`src/rtl/spi_bridge_pkg.sv`:
```
// Shared constants, FSM state type and helpers for the SPI-to-memory command bridge.
package spi_bridge_pkg;

    // Command words seen on the SPI link
    localparam logic [7:0]  OP_REG_RD_HI = 8'h80;
    localparam logic [15:0] OP_MEM_RD    = 16'hC000;
    localparam logic [15:0] OP_MEM_WR    = 16'hC100;
    localparam logic [15:0] WORD_FILLER  = 16'h0000;

    // Register map addresses
    localparam logic [7:0] REG_ID     = 8'h00;
    localparam logic [7:0] REG_STATUS = 8'h01;
    localparam logic [7:0] REG_RDDATA = 8'h04;

    // Command decoder states
    typedef enum logic [2:0] {
        ST_IDLE    = 3'd0,
        ST_ADDR_LO = 3'd1,
        ST_ADDR_HI = 3'd2,
        ST_DATA    = 3'd3,
        ST_ISSUE   = 3'd4
    } state_t;

    // Increment an 8-bit counter, sticking at all-ones
    function automatic logic [7:0] sat_inc8(input logic [7:0] value);
        logic [7:0] result;
        if (value == 8'hFF) begin
            result = value;
        end else begin
            result = value + 8'd1;
        end
        return result;
    endfunction

endpackage

```
`src/rtl/spi_bridge_regfile.sv`:
```
// Register file of the bridge: read mux, last read data, read status flags
// and the saturating dropped-word counter.
module spi_bridge_regfile
    import spi_bridge_pkg::*;
#(
    parameter logic [15:0] ID_VALUE = 16'h5A01
) (
    input  logic        clk,
    input  logic        rst_n,
    input  logic        busy,
    input  logic        issue_active,
    input  logic        rd_issue,
    input  logic        rd_ready,
    input  logic [15:0] rd_data,
    input  logic        drop_inc,
    input  logic        reg_rd,
    input  logic [7:0]  reg_addr,
    output logic [15:0] reg_rdata
);

    logic [15:0] reg4_r;
    logic        read_pending_r;
    logic        rd_done_r;
    logic [7:0]  drop_cnt_r;
    logic        capture_s;

    assign capture_s = rd_ready & read_pending_r;

    // Read mux; returns pre-edge values so a same-cycle capture is not visible yet
    always_comb begin
        reg_rdata = 16'h0000;
        case (reg_addr)
            REG_ID:     reg_rdata = ID_VALUE;
            REG_STATUS: reg_rdata = {drop_cnt_r, 4'b0000, issue_active, rd_done_r,
                                     read_pending_r, busy};
            REG_RDDATA: reg_rdata = reg4_r;
            default:    reg_rdata = 16'h0000;
        endcase
    end

    // Capture of returned read data; only a read this bridge issued is accepted
    always_ff @(posedge clk or negedge rst_n) begin
        if (!rst_n) begin
            reg4_r <= 16'h0000;
        end else if (capture_s) begin
            reg4_r <= rd_data;
        end else begin
            reg4_r <= reg4_r;
        end
    end

    // Outstanding-read flag: set by a new read request, cleared by its data
    always_ff @(posedge clk or negedge rst_n) begin
        if (!rst_n) begin
            read_pending_r <= 1'b0;
        end else if (rd_issue) begin
            read_pending_r <= 1'b1;
        end else if (capture_s) begin
            read_pending_r <= 1'b0;
        end else begin
            read_pending_r <= read_pending_r;
        end
    end

    // Read-done flag: capture beats a simultaneous host read of the data register
    always_ff @(posedge clk or negedge rst_n) begin
        if (!rst_n) begin
            rd_done_r <= 1'b0;
        end else if (rd_issue) begin
            rd_done_r <= 1'b0;
        end else if (capture_s) begin
            rd_done_r <= 1'b1;
        end else if (reg_rd && (reg_addr == REG_RDDATA)) begin
            rd_done_r <= 1'b0;
        end else begin
            rd_done_r <= rd_done_r;
        end
    end

    // Count of discarded words and aborted commands, saturating
    always_ff @(posedge clk or negedge rst_n) begin
        if (!rst_n) begin
            drop_cnt_r <= 8'h00;
        end else if (drop_inc) begin
            drop_cnt_r <= sat_inc8(drop_cnt_r);
        end else begin
            drop_cnt_r <= drop_cnt_r;
        end
    end

endmodule

```
`src/rtl/spi_mem_cmd_bridge.sv`:
```
// Decodes 16-bit SPI words into register reads and memory read/write
// requests toward the sdram_controller host port.
module spi_mem_cmd_bridge
    import spi_bridge_pkg::*;
#(
    parameter logic [15:0] ID_VALUE       = 16'h5A01,
    parameter int          TIMEOUT_CYCLES = 4096,
    parameter int          ADDR_W         = 32
) (
    input  logic              clk,
    input  logic              rst_n,
    input  logic [15:0]       rx_word,
    input  logic              rx_valid,
    output logic [15:0]       tx_word,
    output logic              tx_load,
    output logic [ADDR_W-1:0] wr_addr,
    output logic [15:0]       wr_data,
    output logic              wr_enable,
    output logic [ADDR_W-1:0] rd_addr,
    output logic              rd_enable,
    input  logic [15:0]       rd_data,
    input  logic              rd_ready,
    input  logic              busy
);

    localparam int TMO_W = $clog2(TIMEOUT_CYCLES + 1);
    localparam logic [TMO_W-1:0] TMO_LAST = TMO_W'(TIMEOUT_CYCLES - 1);

    state_t            state_r;
    state_t            state_nxt_s;
    logic              op_wr_r;
    logic [31:0]       addr_r;
    logic [TMO_W-1:0]  tmo_cnt_r;
    logic [15:0]       tx_word_r;
    logic              tx_load_r;
    logic [ADDR_W-1:0] wr_addr_r;
    logic [15:0]       wr_data_r;
    logic [ADDR_W-1:0] rd_addr_r;

    logic        start_rd_s;
    logic        start_wr_s;
    logic        load_lo_s;
    logic        load_hi_s;
    logic        load_data_s;
    logic        reg_rd_s;
    logic        drop_inc_s;
    logic        issue_s;
    logic        tmo_exp_s;
    logic        in_cmd_s;
    logic [15:0] reg_rdata_s;

    assign tmo_exp_s = (tmo_cnt_r == TMO_LAST);
    assign in_cmd_s  = (state_r == ST_ADDR_LO) || (state_r == ST_ADDR_HI) ||
                       (state_r == ST_DATA);

    // The request strobe must rise in the first non-busy ISSUE cycle, so it is
    // decoded from the state register and busy rather than registered again.
    assign wr_enable = issue_s & op_wr_r;
    assign rd_enable = issue_s & ~op_wr_r;
    assign tx_word   = tx_word_r;
    assign tx_load   = tx_load_r;
    assign wr_addr   = wr_addr_r;
    assign wr_data   = wr_data_r;
    assign rd_addr   = rd_addr_r;

    // State register
    always_ff @(posedge clk or negedge rst_n) begin
        if (!rst_n) begin
            state_r <= ST_IDLE;
        end else begin
            state_r <= state_nxt_s;
        end
    end

    // Next-state decode and per-cycle action strobes
    always_comb begin
        state_nxt_s = state_r;
        start_rd_s  = 1'b0;
        start_wr_s  = 1'b0;
        load_lo_s   = 1'b0;
        load_hi_s   = 1'b0;
        load_data_s = 1'b0;
        reg_rd_s    = 1'b0;
        drop_inc_s  = 1'b0;
        issue_s     = 1'b0;
        case (state_r)
            ST_IDLE: begin
                if (rx_valid) begin
                    if (rx_word[15:8] == OP_REG_RD_HI) begin
                        reg_rd_s = 1'b1;
                    end else if (rx_word == OP_MEM_RD) begin
                        start_rd_s  = 1'b1;
                        state_nxt_s = ST_ADDR_LO;
                    end else if (rx_word == OP_MEM_WR) begin
                        start_wr_s  = 1'b1;
                        state_nxt_s = ST_ADDR_LO;
                    end else if (rx_word == WORD_FILLER) begin
                        state_nxt_s = ST_IDLE;
                    end else begin
                        drop_inc_s = 1'b1;
                    end
                end else begin
                    state_nxt_s = ST_IDLE;
                end
            end
            ST_ADDR_LO: begin
                if (rx_valid) begin
                    load_lo_s   = 1'b1;
                    state_nxt_s = ST_ADDR_HI;
                end else if (tmo_exp_s) begin
                    drop_inc_s  = 1'b1;
                    state_nxt_s = ST_IDLE;
                end else begin
                    state_nxt_s = ST_ADDR_LO;
                end
            end
            ST_ADDR_HI: begin
                if (rx_valid) begin
                    load_hi_s   = 1'b1;
                    state_nxt_s = ST_DATA;
                end else if (tmo_exp_s) begin
                    drop_inc_s  = 1'b1;
                    state_nxt_s = ST_IDLE;
                end else begin
                    state_nxt_s = ST_ADDR_HI;
                end
            end
            ST_DATA: begin
                if (rx_valid) begin
                    load_data_s = 1'b1;
                    state_nxt_s = ST_ISSUE;
                end else if (tmo_exp_s) begin
                    drop_inc_s  = 1'b1;
                    state_nxt_s = ST_IDLE;
                end else begin
                    state_nxt_s = ST_DATA;
                end
            end
            ST_ISSUE: begin
                if (!busy) begin
                    issue_s     = 1'b1;
                    state_nxt_s = ST_IDLE;
                end else begin
                    state_nxt_s = ST_ISSUE;
                end
                if (rx_valid) begin
                    drop_inc_s = 1'b1;
                end else begin
                    drop_inc_s = 1'b0;
                end
            end
            default: begin
                state_nxt_s = ST_IDLE;
            end
        endcase
    end

    // Remember whether the command in flight is a write or a read
    always_ff @(posedge clk or negedge rst_n) begin
        if (!rst_n) begin
            op_wr_r <= 1'b0;
        end else if (start_wr_s) begin
            op_wr_r <= 1'b1;
        end else if (start_rd_s) begin
            op_wr_r <= 1'b0;
        end else begin
            op_wr_r <= op_wr_r;
        end
    end

    // Address shadow assembled from the two address words
    always_ff @(posedge clk or negedge rst_n) begin
        if (!rst_n) begin
            addr_r <= 32'h0000_0000;
        end else if (load_lo_s) begin
            addr_r <= {addr_r[31:16], rx_word};
        end else if (load_hi_s) begin
            addr_r <= {rx_word, addr_r[15:0]};
        end else begin
            addr_r <= addr_r;
        end
    end

    // Request address/data are loaded before ISSUE so they are stable when the strobe fires
    always_ff @(posedge clk or negedge rst_n) begin
        if (!rst_n) begin
            wr_addr_r <= '0;
            wr_data_r <= 16'h0000;
            rd_addr_r <= '0;
        end else if (load_data_s && op_wr_r) begin
            wr_addr_r <= ADDR_W'(addr_r);
            wr_data_r <= rx_word;
        end else if (load_data_s) begin
            rd_addr_r <= ADDR_W'(addr_r);
        end else begin
            wr_addr_r <= wr_addr_r;
            wr_data_r <= wr_data_r;
            rd_addr_r <= rd_addr_r;
        end
    end

    // Idle-cycle counter for aborting a stalled command
    always_ff @(posedge clk or negedge rst_n) begin
        if (!rst_n) begin
            tmo_cnt_r <= '0;
        end else if (rx_valid || !in_cmd_s) begin
            tmo_cnt_r <= '0;
        end else begin
            tmo_cnt_r <= tmo_cnt_r + TMO_W'(1);
        end
    end

    // Reply word and its load pulse for the next SPI exchange
    always_ff @(posedge clk or negedge rst_n) begin
        if (!rst_n) begin
            tx_word_r <= 16'h0000;
            tx_load_r <= 1'b0;
        end else if (reg_rd_s) begin
            tx_word_r <= reg_rdata_s;
            tx_load_r <= 1'b1;
        end else begin
            tx_word_r <= tx_word_r;
            tx_load_r <= 1'b0;
        end
    end

    spi_bridge_regfile #(
        .ID_VALUE (ID_VALUE)
    ) u_regfile (
        .clk          (clk),
        .rst_n        (rst_n),
        .busy         (busy),
        .issue_active (state_r == ST_ISSUE),
        .rd_issue     (rd_enable),
        .rd_ready     (rd_ready),
        .rd_data      (rd_data),
        .drop_inc     (drop_inc_s),
        .reg_rd       (reg_rd_s),
        .reg_addr     (rx_word[7:0]),
        .reg_rdata    (reg_rdata_s)
    );

endmodule

```
`config.mk`:
```
export PLATFORM = sky130hd
export DESIGN_NAME = spi_mem_cmd_bridge
export DESIGN_NICKNAME = d
export VERILOG_FILES = /design/src/rtl/spi_bridge_pkg.sv /design/src/rtl/spi_bridge_regfile.sv /design/src/rtl/spi_mem_cmd_bridge.sv
export SDC_FILE = /design/constraint.sdc
export NUM_CORES = 1
export LEC_CHECK = 0
export ABC_AREA = 1
export BUFFER_PORTS_ARGS = -buffer_cell sky130_fd_sc_hd__buf_2
export CORE_ASPECT_RATIO = 0.5
export CORE_MARGIN = 1
export CORE_UTILIZATION = 34
export CTS_CLUSTER_DIAMETER = 50
export DETAILED_ROUTE_END_ITERATION = 10
export PLACE_DENSITY = 0.51
export SLEW_MARGIN = 25
export SYNTH_ARGS = -nofsm -noshare
export SYNTH_HDL_FRONTEND = slang
export SYNTH_SLANG_ARGS = --single-unit
```
`constraint.sdc`:
```
create_clock -name clk -period 4.91 [get_ports clk]
set_input_delay 0.7365 -clock clk [delete_from_list [all_inputs] [get_ports clk]]
set_output_delay 0.7365 -clock clk [all_outputs]
set_load 0.05 [all_outputs]
```
==> results of run 1 <==
synth_stat cells, drive strengths merged, types with 5 or more instances:
library cell    n  area, um2
clkbuf         17       63.8
nand3          23        130
nor3           11       77.6
buf            11       73.8
xor2            5       43.8
nand2         210        808
a21oi          10       50.1
a211oi          5       37.5
o21ai         132        676
dfrtp         172       4300
inv            83        312
nor2           38        175
mux2           16        180
registers in the layout (all words and copies together), names as in the netlist:
name / cells
state_r: 3
u_regfile.drop_cnt_r: 8
wr_data: 16
u_regfile.reg4_r: 16
tx_load: 1
wr_addr: 32
addr_r: 32
tmo_cnt_r: 13
rd_addr: 32
u_regfile.read_pending_r: 1
tx_word: 16
u_regfile.rd_done_r: 1
op_wr_r: 1
worst max-delay path, cell delays in order (launching register included):
cell     delay [ns]
dfrtp_1        0.44
nor2_4         0.17
nand2_1        0.14
nor3_1         0.49
buf_2          0.38
stage by stage:
step | setup slack (ns) | power, mW
2_1_floorplan | 2.26 | 2.82
3_3_place_gp | 2.39 | 3.15
3_5_place_dp | 2.34 | 3.17
4_1_cts | 2.11 | 4.51
5_1_grt | 2.03 | 4.74
6_report | 2.13 | 4.45
worst min path at each step:
stage | from | endpoint | slack [ns]
floorplan | tmo_cnt_r[0]$_DFF_PN0_ | tmo_cnt_r[0]$_DFF_PN0_ | 0.43
global placement | tmo_cnt_r[0]$_DFF_PN0_ | tmo_cnt_r[0]$_DFF_PN0_ | 0.45
detailed placement | tx_word[1]$_DFFE_PN0N_ | tx_word[1]$_DFFE_PN0N_ | 0.46
CTS | rst_n | tmo_cnt_r[9]$_DFF_PN0_ | 0.45
global route | tx_word[1]$_DFFE_PN0N_ | tx_word[1]$_DFFE_PN0N_ | 0.49
finish | rst_n | tmo_cnt_r[6]$_DFF_PN0_ | 0.43
layout make-up:
class	count	area share, %
flip-flops and latches	172	50.5
multi-input cells	461	26.9
repair buffers	138	8.27
clock buffers	20	5.24
well taps	266	3.91
inverters	83	3.66
clock inverters	12	1.50
per-layer routing:
metal,routed length (um),vias up,global-route usage [%]
met2,7950,86,26.3
met5,13,-,0
li1,-,2647,-
met3,669,13,4.28
met1,8390,2547,23.9
met4,138,2,4.13
power by group:
part	switching [mW]	internal [mW]	total, mW	leakage (nW)
Clock	0.593	0.729	1.32	0.272
Sequential	0.189	1.72	1.91	2.31
Combinational	0.916	0.303	1.22	1.86
cells by family after synthesis:
group           synth area share [%]
simple gates                    17.6
flops                           61.2
compound gates                  11.3
buf+inv                         6.39
mux                             2.56
xor+xnor                       0.623
fa+ha+maj                      0.356
==> flow_metrics.py, run 1 <==
metrics = {
    "synthesis": {
        "yosys_warnings": 0,
        "syn-num-nets": 783,
        "synth_edf_count": 0,
        "syn_area_mm2": 0.00703,
        "postSynthAreaPerCell_um2": 9.45,
        "synth-async-reset-ratio_pct": 100,
        "syn_inst": 744,
        "synth.distinct_cells": 31,
        "ys_seq_elements": 172,
        "ys_seq_area_share_pct": 61.2,
        "synth-main-ff-cell": "dfrtp_1",
    },
    "hold_path": {
        "worstHoldPathType": "primary input to async pin",
    },
    "detailed_routing": {
        "post-route-drc-count": 0,
        "ant_nets": 0,
        "avgViaCountPerCell": 4.60,
        "drtPass1Iterations": 5,
        "drt_iter0_markers": 334,
        "dr_total_vias": 5295,
        "wl_per_cell_um": 14.9,
        "routed_wl_um": 17200,
    },
    "finish": {
        "post-route-util_pct": 42.9,
        "stdcell_area_mm2": 0.00852,
        "regArea_mm2": 0.00430,
        "drive_gt1_share_pct": 24.0,
        "n_fill_cell": 1962,
        "final_cell_mix": "nand2_1, dfrtp_1, buf_2",
        "synthToLayoutAreaGrowth_pct": 21.1,
        "antenna_cells": 0,
        "layout.cells.non_filler": 1152,
        "nNetsFinal": 912,
        "final_common_cell": "nand2_1",
        "multi_input_area_mm2": 0.00229,
    },
    "placement": {
        "dpl.hpwl_um": 12000,
        "numPlacedInstances": 1120,
        "globalplace.congestion": 0.756,
        "placed_cell_area_mm2": 0.00794,
        "port_buffers": 135,
    },
    "power": {
        "peakVddDrop_uv": 271,
        "p_leak_nw": 4.44,
        "powerDensity_mw_per_mm2": 522,
    },
    "floorplan": {
        "start_util_pct": 35.4,
        "boundaryPins": 136,
        "rows": 36,
        "dieArea_mm2": 0.0213,
        "fp.coreArea_mm2": 0.0199,
        "die_x_um": 205,
        "chipHeight_um": 104,
    },
    "timing": {
        "relSlewSlack_pct": 34.5,
        "finalClockSkew_ns": 0.0110,
        "worstMarginPinSlew_ns": 0.980,
        "slew_viol_final": 0,
        "rsz0062_at_grt": "no",
        "max_freq_mhz": 359,
        "setup_violations": 0,
        "period_minus_slack_ns": 2.78,
        "setup_tns_ns": 0,
        "hold_viol_final": 0,
        "finalCritPeriodShare_pct": 56.7,
        "whs_ns": 0.428,
    },
    "global_route": {
        "grt_usage_pct": 17.0,
        "antenna_found_initial": 1,
        "grt_pass1_wl_um": 28400,
        "overflow": 0,
        "grt_pass1_vias": 5278,
        "grt_max_degree": 99,
    },
    "clocking": {
        "htreeDepth": 4,
        "root_buffer": "clkbuf_16",
        "insertion_delay_ns": 0.42,
        "cts_tree": "yes",
        "cts_resized": 0,
        "clk_pin_slew_worst_paths_ns": 0.07,
        "cts_setup_buffers": 0,
        "cts_made_buffers": 17,
        "clockBufferDepth": 2,
        "hold_buffers": 0,
        "cts_sinks": 172,
    },
    "critical_path": {
        "critPathRequiredTime_ns": 4.17,
        "regToRegEndpoint": "wr_addr[7]$_DFFE_PN0P_",
        "path_class": "flip-flop to output port",
        "cp.arrival_ns": 2.05,
        "worstSetupStartpointType": "flip-flop",
        "crit_start": "state_r[0]$_DFFE_PN0P_",
        "endpoint": "rd_enable",
        "rr_worst_depth": 5,
        "r2r_setup_slack_ns": 2.72,
        "crit_fanout": 5,
        "critPathCaptureType": "output port",
        "r2r-start": "state_r[2]$_DFFE_PN0P_",
    },
    "run": {
        "drv_cap": 0,
    },
    "run_status": {
        "status": "finished clean",
    },
}
No activity file was read; power rests on OpenSTA's default activity.
==> run 2, diff against run 1 <==
Settings changed: PLACE_DENSITY 0.51 to 0.52.
Clock period 4.91 ns to 2.3 ns, I/O delays scaled along.
==> run 2 against run 1 <==
Sequential share of layout area is 0.77 points lower. Final cell count is 0.87% higher. Non-clock buffer count is 10 higher. Flip-flop and latch count stayed put. Critical path depth stayed put. Critical path type unchanged.
==> flow_metrics.py, run 2 (same netlist as run 1, synthesis figures left out) <==
metrics = {
    "clocking": {
        "clk_pin_slew_worst_paths_ns": 0.07,
        "cts_made_buffers": 17,
        "cts_sinks": 172,
        "insertion_delay_ns": 0.42,
        "clockBufferDepth": 2,
        "root_buffer": "clkbuf_16",
        "htreeDepth": 4,
        "cts_tree": "yes",
    },
    "critical_path": {
        "critPathCaptureType": "output port",
        "crit_fanout": 5,
        "critPathRequiredTime_ns": 1.96,
        "cp.arrival_ns": 1.80,
        "worstSetupStartpointType": "flip-flop",
        "path_class": "flip-flop to output port",
    },
    "global_route": {
        "antenna_found_initial": 0,
        "grt_usage_pct": 17.3,
        "grt_pass1_vias": 5197,
        "grt_max_degree": 97,
        "grt_pass1_wl_um": 28400,
        "overflow": 0,
    },
    "finish": {
        "layout.cells.non_filler": 1162,
        "drive_gt1_share_pct": 24.9,
        "stdcell_area_mm2": 0.00865,
        "antenna_cells": 0,
        "multi_input_area_mm2": 0.00229,
        "n_fill_cell": 1973,
        "regArea_mm2": 0.00430,
        "nNetsFinal": 922,
        "post-route-util_pct": 43.6,
        "final_cell_mix": "nand2_1, dfrtp_1, buf_2",
        "synthToLayoutAreaGrowth_pct": 23.0,
        "final_common_cell": "nand2_1",
    },
    "power": {
        "peakVddDrop_uv": 470,
        "powerDensity_mw_per_mm2": 1110,
        "p_leak_nw": 4.52,
        "power_mw": 9.60,
    },
    "detailed_routing": {
        "routed-wl-met3_um": 564,
        "met1_length_um": 8650,
        "dr.max_layer_used": "met4",
        "ant_nets": 0,
        "routed_wl_um": 17400,
        "avgViaCountPerCell": 4.57,
        "post-route-drc-count": 0,
        "drtPass1Iterations": 6,
        "dr_total_vias": 5312,
        "drt_iter0_markers": 290,
        "wl_met2_um": 7970,
        "wl_per_cell_um": 14.9,
    },
    "placement": {
        "dpl.hpwl_um": 12200,
        "placed_cell_area_mm2": 0.00805,
        "numPlacedInstances": 1129,
        "globalplace.congestion": 0.803,
        "preCtsSetupSlack_ns": 0.355,
        "port_buffers": 135,
    },
    "timing": {
        "hold_viol_final": 0,
        "whs_ns": 0.139,
        "worstMarginPinSlew_ns": 0.852,
        "slew_viol_final": 0,
        "finalCritPeriodShare_pct": 93.4,
        "rsz0062_at_grt": "no",
        "layout_setup_ws_ns": 0.152,
        "finalClockSkew_ns": 0.0100,
        "setup_violations": 0,
        "setup_tns_ns": 0,
        "period_minus_slack_ns": 2.15,
        "max_freq_mhz": 466,
        "relSlewSlack_pct": 43.2,
    },
    "floorplan": {
        "start_util_pct": 35.4,
        "dieArea_mm2": 0.0213,
        "chipHeight_um": 104,
        "die_x_um": 205,
        "rows": 36,
        "boundaryPins": 136,
        "fp.coreArea_mm2": 0.0199,
    },
    "hold_path": {
        "worstHoldPathType": "primary input to flip-flop",
    },
    "run": {
        "drv_cap": 0,
    },
    "run_status": {
        "status": "finished clean",
    },
}
==> run 2: cell count changes in the layout (fill, tap and decap cells not counted), sizes merged <==
cell	before	now
buf	138	147
bufinv	1	2
clkinv	1	6
clkinvlp	3	1
dlygate4sd3	0	1
inv	90	86
==> run 2: area by class of cell <==
type	instances	share of cell area, %
clock buffer	20	5.28
clock inverter	12	1.56
inverter	83	3.60
multi-input combinational	461	26.5
sequential	172	49.7
tap	266	3.85
timing repair buffer	148	9.47
==> run 2: what timing repair did <==
item | CTS | global route
hold buffers | 1 | 0
hold endpoints to repair | 42 | 0
setup buffers | 0 | 0
setup endpoints to repair | 1 | 0
resized for setup | 1 | 0
==> run 2: worst paths after layout <==
kind,to,startpoint,depth (start not counted),slack [ns]
max,rd_enable,state_r[0]$_DFFE_PN0P_,4,0.15
min,u_regfile.read_pending_r$_DFFE_PN0P_,rd_ready,2,0.14
max reg2reg,wr_addr[15]$_DFFE_PN0P_,state_r[2]$_DFFE_PN0P_,6,0.41
min reg2reg,tx_word[13]$_DFFE_PN0N_,tx_word[13]$_DFFE_PN0N_,2,0.48
max in group asynchronous,rd_addr[22]$_DFFE_PN0P_,rst_n,3,1.24
min in group asynchronous,tmo_cnt_r[11]$_DFF_PN0_,rst_n,2,0.42
==> run 2: routing by layer <==
metal | GRT usage [%] | vias up
met1 | 25.0 | 2551
met4 | 4.44 | 0
met3 | 4.15 | 11
li1 | - | 2658
met2 | 25.9 | 92
met5 | 0 | -
==> run 2: worst max-delay path: stages, from the launching register on <==
cell and delay, ns:
dfrtp_1 0.45, nor2_4 0.17, nand2_1 0.15, nor3_2 0.26, buf_2 0.35
==> run 2: power breakdown <==
part	internal (mW)	switching [mW]
Clock	1.67	1.23
Sequential	3.67	0.392
Combinational	0.666	1.97
Total	6.01	3.59
==> run 3, diff against run 2 <==
--- a/config.mk
+++ b/config.mk
@@ -7,3 +7,2 @@
 export LEC_CHECK = 0
-export ABC_AREA = 1
 export BUFFER_PORTS_ARGS = -buffer_cell sky130_fd_sc_hd__buf_2
@@ -14,3 +13,3 @@
 export DETAILED_ROUTE_END_ITERATION = 10
-export PLACE_DENSITY = 0.52
+export PLACE_DENSITY = 0.53
 export SLEW_MARGIN = 25
==> constraint.sdc (replaced) <==
create_clock -name clk -period 2.3 [get_ports clk]
set_input_delay 0 -clock clk [delete_from_list [all_inputs] [get_ports clk]]
set_output_delay 0 -clock clk [all_outputs]
set_load 0.05 [all_outputs]
==> run 3 against run 2 <==
Flip-flop and latch count stayed put. Register-to-register slack worse by 0.24 ns. Worst hold slack worse by 0.090 ns. Highest routed layer unchanged.
==> flow_metrics.py, run 3 <==
metrics = {
    "synthesis": {
        "synth_simple_gate_area_share_pct": 8.57,
        "synth-main-ff-cell": "dfrtp_1",
        "yosysTopAreaCell": "dfrtp_1",
        "synthAdderAreaFrac_pct": 0.361,
        "synthMuxAreaShare_pct": 21.3,
        "ys_seq_area_share_pct": 62.2,
        "syn_area_mm2": 0.00692,
        "postSynthAreaPerCell_um2": 13.9,
        "post-synth-top-count-cell": "dfrtp_1",
        "synth_top_family_by_area": "multiplexers",
        "yosys_warnings": 0,
        "synth-xor-area-share_pct": 1.90,
        "ys_top_cells_by_area": "dfrtp_1, mux2_2, nor2_1",
        "synth_common_cells": "dfrtp_1, mux2_2, nor2_1, nand2_1, nand3_1",
        "syn_inst": 497,
        "ys_seq_elements": 172,
        "synth_edf_count": 0,
        "synth_compound_area_share_pct": 3.69,
        "syn-num-nets": 536,
        "synth.distinct_cells": 48,
        "synth-async-reset-ratio_pct": 100,
        "netlist.area_leader.share_pct": 62.2,
    },
    "hold_path": {
        "min_from": "rx_word[0]",
        "worstHoldPathType": "primary input to flip-flop",
        "whs_endpoint": "wr_data[0]$_DFFE_PN0P_",
        "whs_path_depth": 3,
    },
    "timing": {
        "hold_viol_final": 0,
        "setup_tns_ns": 0,
        "rsz0062_at_grt": "no",
        "finalCritPeriodShare_pct": 94.2,
        "worstMarginPinSlew_ns": 0.609,
        "layout_setup_ws_ns": 0.134,
        "setup_violations": 0,
        "max_freq_mhz": 462,
        "finalClockSkew_ns": 0.00919,
        "relSlewSlack_pct": 59.4,
        "whs_ns": 0.0497,
        "slew_viol_final": 0,
        "period_minus_slack_ns": 2.17,
    },
    "detailed_routing": {
        "dr_total_vias": 4582,
        "avgViaCountPerCell": 4.72,
        "wl_per_cell_um": 16.6,
        "ant_nets": 0,
        "drt_iter0_markers": 158,
        "routed_wl_um": 16100,
        "drtPass1Iterations": 4,
        "post-route-drc-count": 0,
    },
    "finish": {
        "synthToLayoutAreaGrowth_pct": 30.8,
        "drive_gt1_share_pct": 47.0,
        "final_cell_mix": "dfrtp_1, buf_2, mux2_2",
        "antenna_cells": 0,
        "regArea_mm2": 0.00430,
        "nNetsFinal": 730,
        "n_fill_cell": 1812,
        "layout.cells.non_filler": 970,
        "multi_input_area_mm2": 0.00250,
        "final_common_cell": "dfrtp_1",
    },
    "critical_path": {
        "rr_worst_depth": 4,
        "worstSetupStartpointType": "flip-flop",
        "critPathRequiredTime_ns": 2.30,
        "r2r-start": "state_r[2]$_DFFE_PN0P_",
        "regToRegEndpoint": "u_regfile.read_pending_r$_DFFE_PN0P_",
        "critPathCaptureType": "output port",
        "cp_slowest_stage_delay_ns": 0.54,
        "slowest_stage": "or3b_2",
        "cp.arrival_ns": 2.17,
        "r2r_setup_slack_ns": 0.17,
        "path_class": "flip-flop to output port",
        "crit_fanout": 8,
        "crit_chain": "or3b_2, nor3_2, buf_2",
        "crit_family": "simple AND/OR/NAND/NOR gates",
        "cp.buffers_inverters": 1,
    },
    "run_status": {
        "status": "finished clean",
    },
    "floorplan": {
        "chipHeight_um": 103,
        "boundaryPins": 136,
        "fp.coreArea_mm2": 0.0197,
        "dieArea_mm2": 0.0210,
        "rows": 36,
        "die_x_um": 204,
        "start_util_pct": 35.2,
    },
    "clocking": {
        "cts_sinks": 172,
        "cts_tree": "yes",
        "clk_pin_slew_worst_paths_ns": 0.07,
        "clockBufferDepth": 2,
        "cts_made_buffers": 17,
        "htreeDepth": 4,
        "insertion_delay_ns": 0.42,
        "root_buffer": "clkbuf_16",
    },
    "placement": {
        "globalplace.congestion": 0.780,
        "preCtsSetupSlack_ns": 0.222,
        "dpl.hpwl_um": 11200,
        "numPlacedInstances": 903,
        "port_buffers": 135,
    },
    "global_route": {
        "grt_max_degree": 66,
        "grt_usage_pct": 16.3,
        "antenna_found_initial": 0,
        "grt_pass1_vias": 4564,
        "overflow": 0,
        "grt_pass1_wl_um": 25700,
    },
    "power": {
        "p_leak_nw": 4.47,
        "powerDensity_mw_per_mm2": 1150,
        "peakVddDrop_uv": 771,
        "power_mw": 10.4,
    },
    "run": {
        "drv_cap": 0,
    },
}
## run 3: cell types whose count changed after synthesis, moves of 6 or more
cell	change
nand2_1	-189
inv_2	-6
clkbuf_1	-10
o22ai_1	+6
o21ai_0	-114
mux2_2	+110
o21ai_1	-10
inv_1	-66
xnor2_1	+8
nand3_1	-6
## run 3: kinds of logic after synthesis
| logic type | Yosys count |
|---|---|
| adder cells (fa/ha/maj) | 2 |
| flip-flops | 172 |
| buffers and inverters | 31 |
| AO/OA/AOI/OAI | 36 |
| XOR/XNOR | 15 |
| AND/OR/NAND/NOR | 110 |
| multiplexers | 131 |
## run 3: cell type report
| type | count | area share (%) |
|---|---|---|
| clock buffer | 18 | 4.85 |
| clock inverter | 14 | 1.98 |
| inverter | 11 | 0.456 |
| multi-input combinational | 294 | 27.6 |
| sequential | 172 | 47.5 |
| tap | 266 | 3.68 |
| timing repair buffer | 195 | 13.9 |
## run 3: how the worst max path moves through the flow
stage,slack (ns),depth (start not counted),to,startpoint
finish,0.13,3,rd_enable,state_r[2]$_DFFE_PN0P_
global route,0.03,5,u_regfile.drop_cnt_r[3]$_DFFE_PN0P_,state_r[2]$_DFFE_PN0P_
CTS,0.12,3,rd_enable,state_r[2]$_DFFE_PN0P_
detailed placement,0.22,5,u_regfile.drop_cnt_r[1]$_DFFE_PN0P_,state_r[2]$_DFFE_PN0P_
global placement,0.27,5,u_regfile.drop_cnt_r[1]$_DFFE_PN0P_,state_r[2]$_DFFE_PN0P_
floorplan,0.11,3,wr_enable,state_r[1]$_DFFE_PN0P_
## run 3: power breakdown
group / internal, mW / leakage, nW / switching [mW] / total [mW]
Combinational: 1.15 / 1.94 / 1.83 / 2.98
Clock: 1.76 / 0.306 / 1.26 / 3.02
Sequential: 3.86 / 2.22 / 0.547 / 4.41
## run 3: what timing repair did
| action | 4_1_cts | 5_1_grt |
|---|---|---|
| buffers inserted | 0 | 0 |
| endpoints found under the hold margin | 125 | 0 |
| endpoints found under the setup margin | 0 | 0 |
| hold buffers | 35 | 0 |
| gates resized for setup | 0 | 0 |
## run 3: worst reg2reg max path: stages (launching register included)
cell and delay (ns):
dfrtp_1 0.52, or3b_2 0.54, nor3_2 0.34, a21o_1 0.12, dlygate4sd3_1 0.54
## run 3: metrics by stage
stage | util, % | area, um2
floorplan | - | 6930
global placement | 41.1 | 8090
detailed placement | 41.1 | 8090
CTS | 46.0 | 9050
global route | 46.0 | 9050
finish | 46.0 | 9050
## run 3: metal layers
| layer | GRT usage (%) | share of wire [%] | vias up |
|---|---|---|---|
| li1 | - | - | 2167 |
| met1 | 22.9 | 49 | 2319 |
| met2 | 25.2 | 46 | 83 |
| met3 | 3.98 | 3.8 | 13 |
| met4 | 4.16 | 0.79 | 0 |
| met5 | 0 | 0 | - |
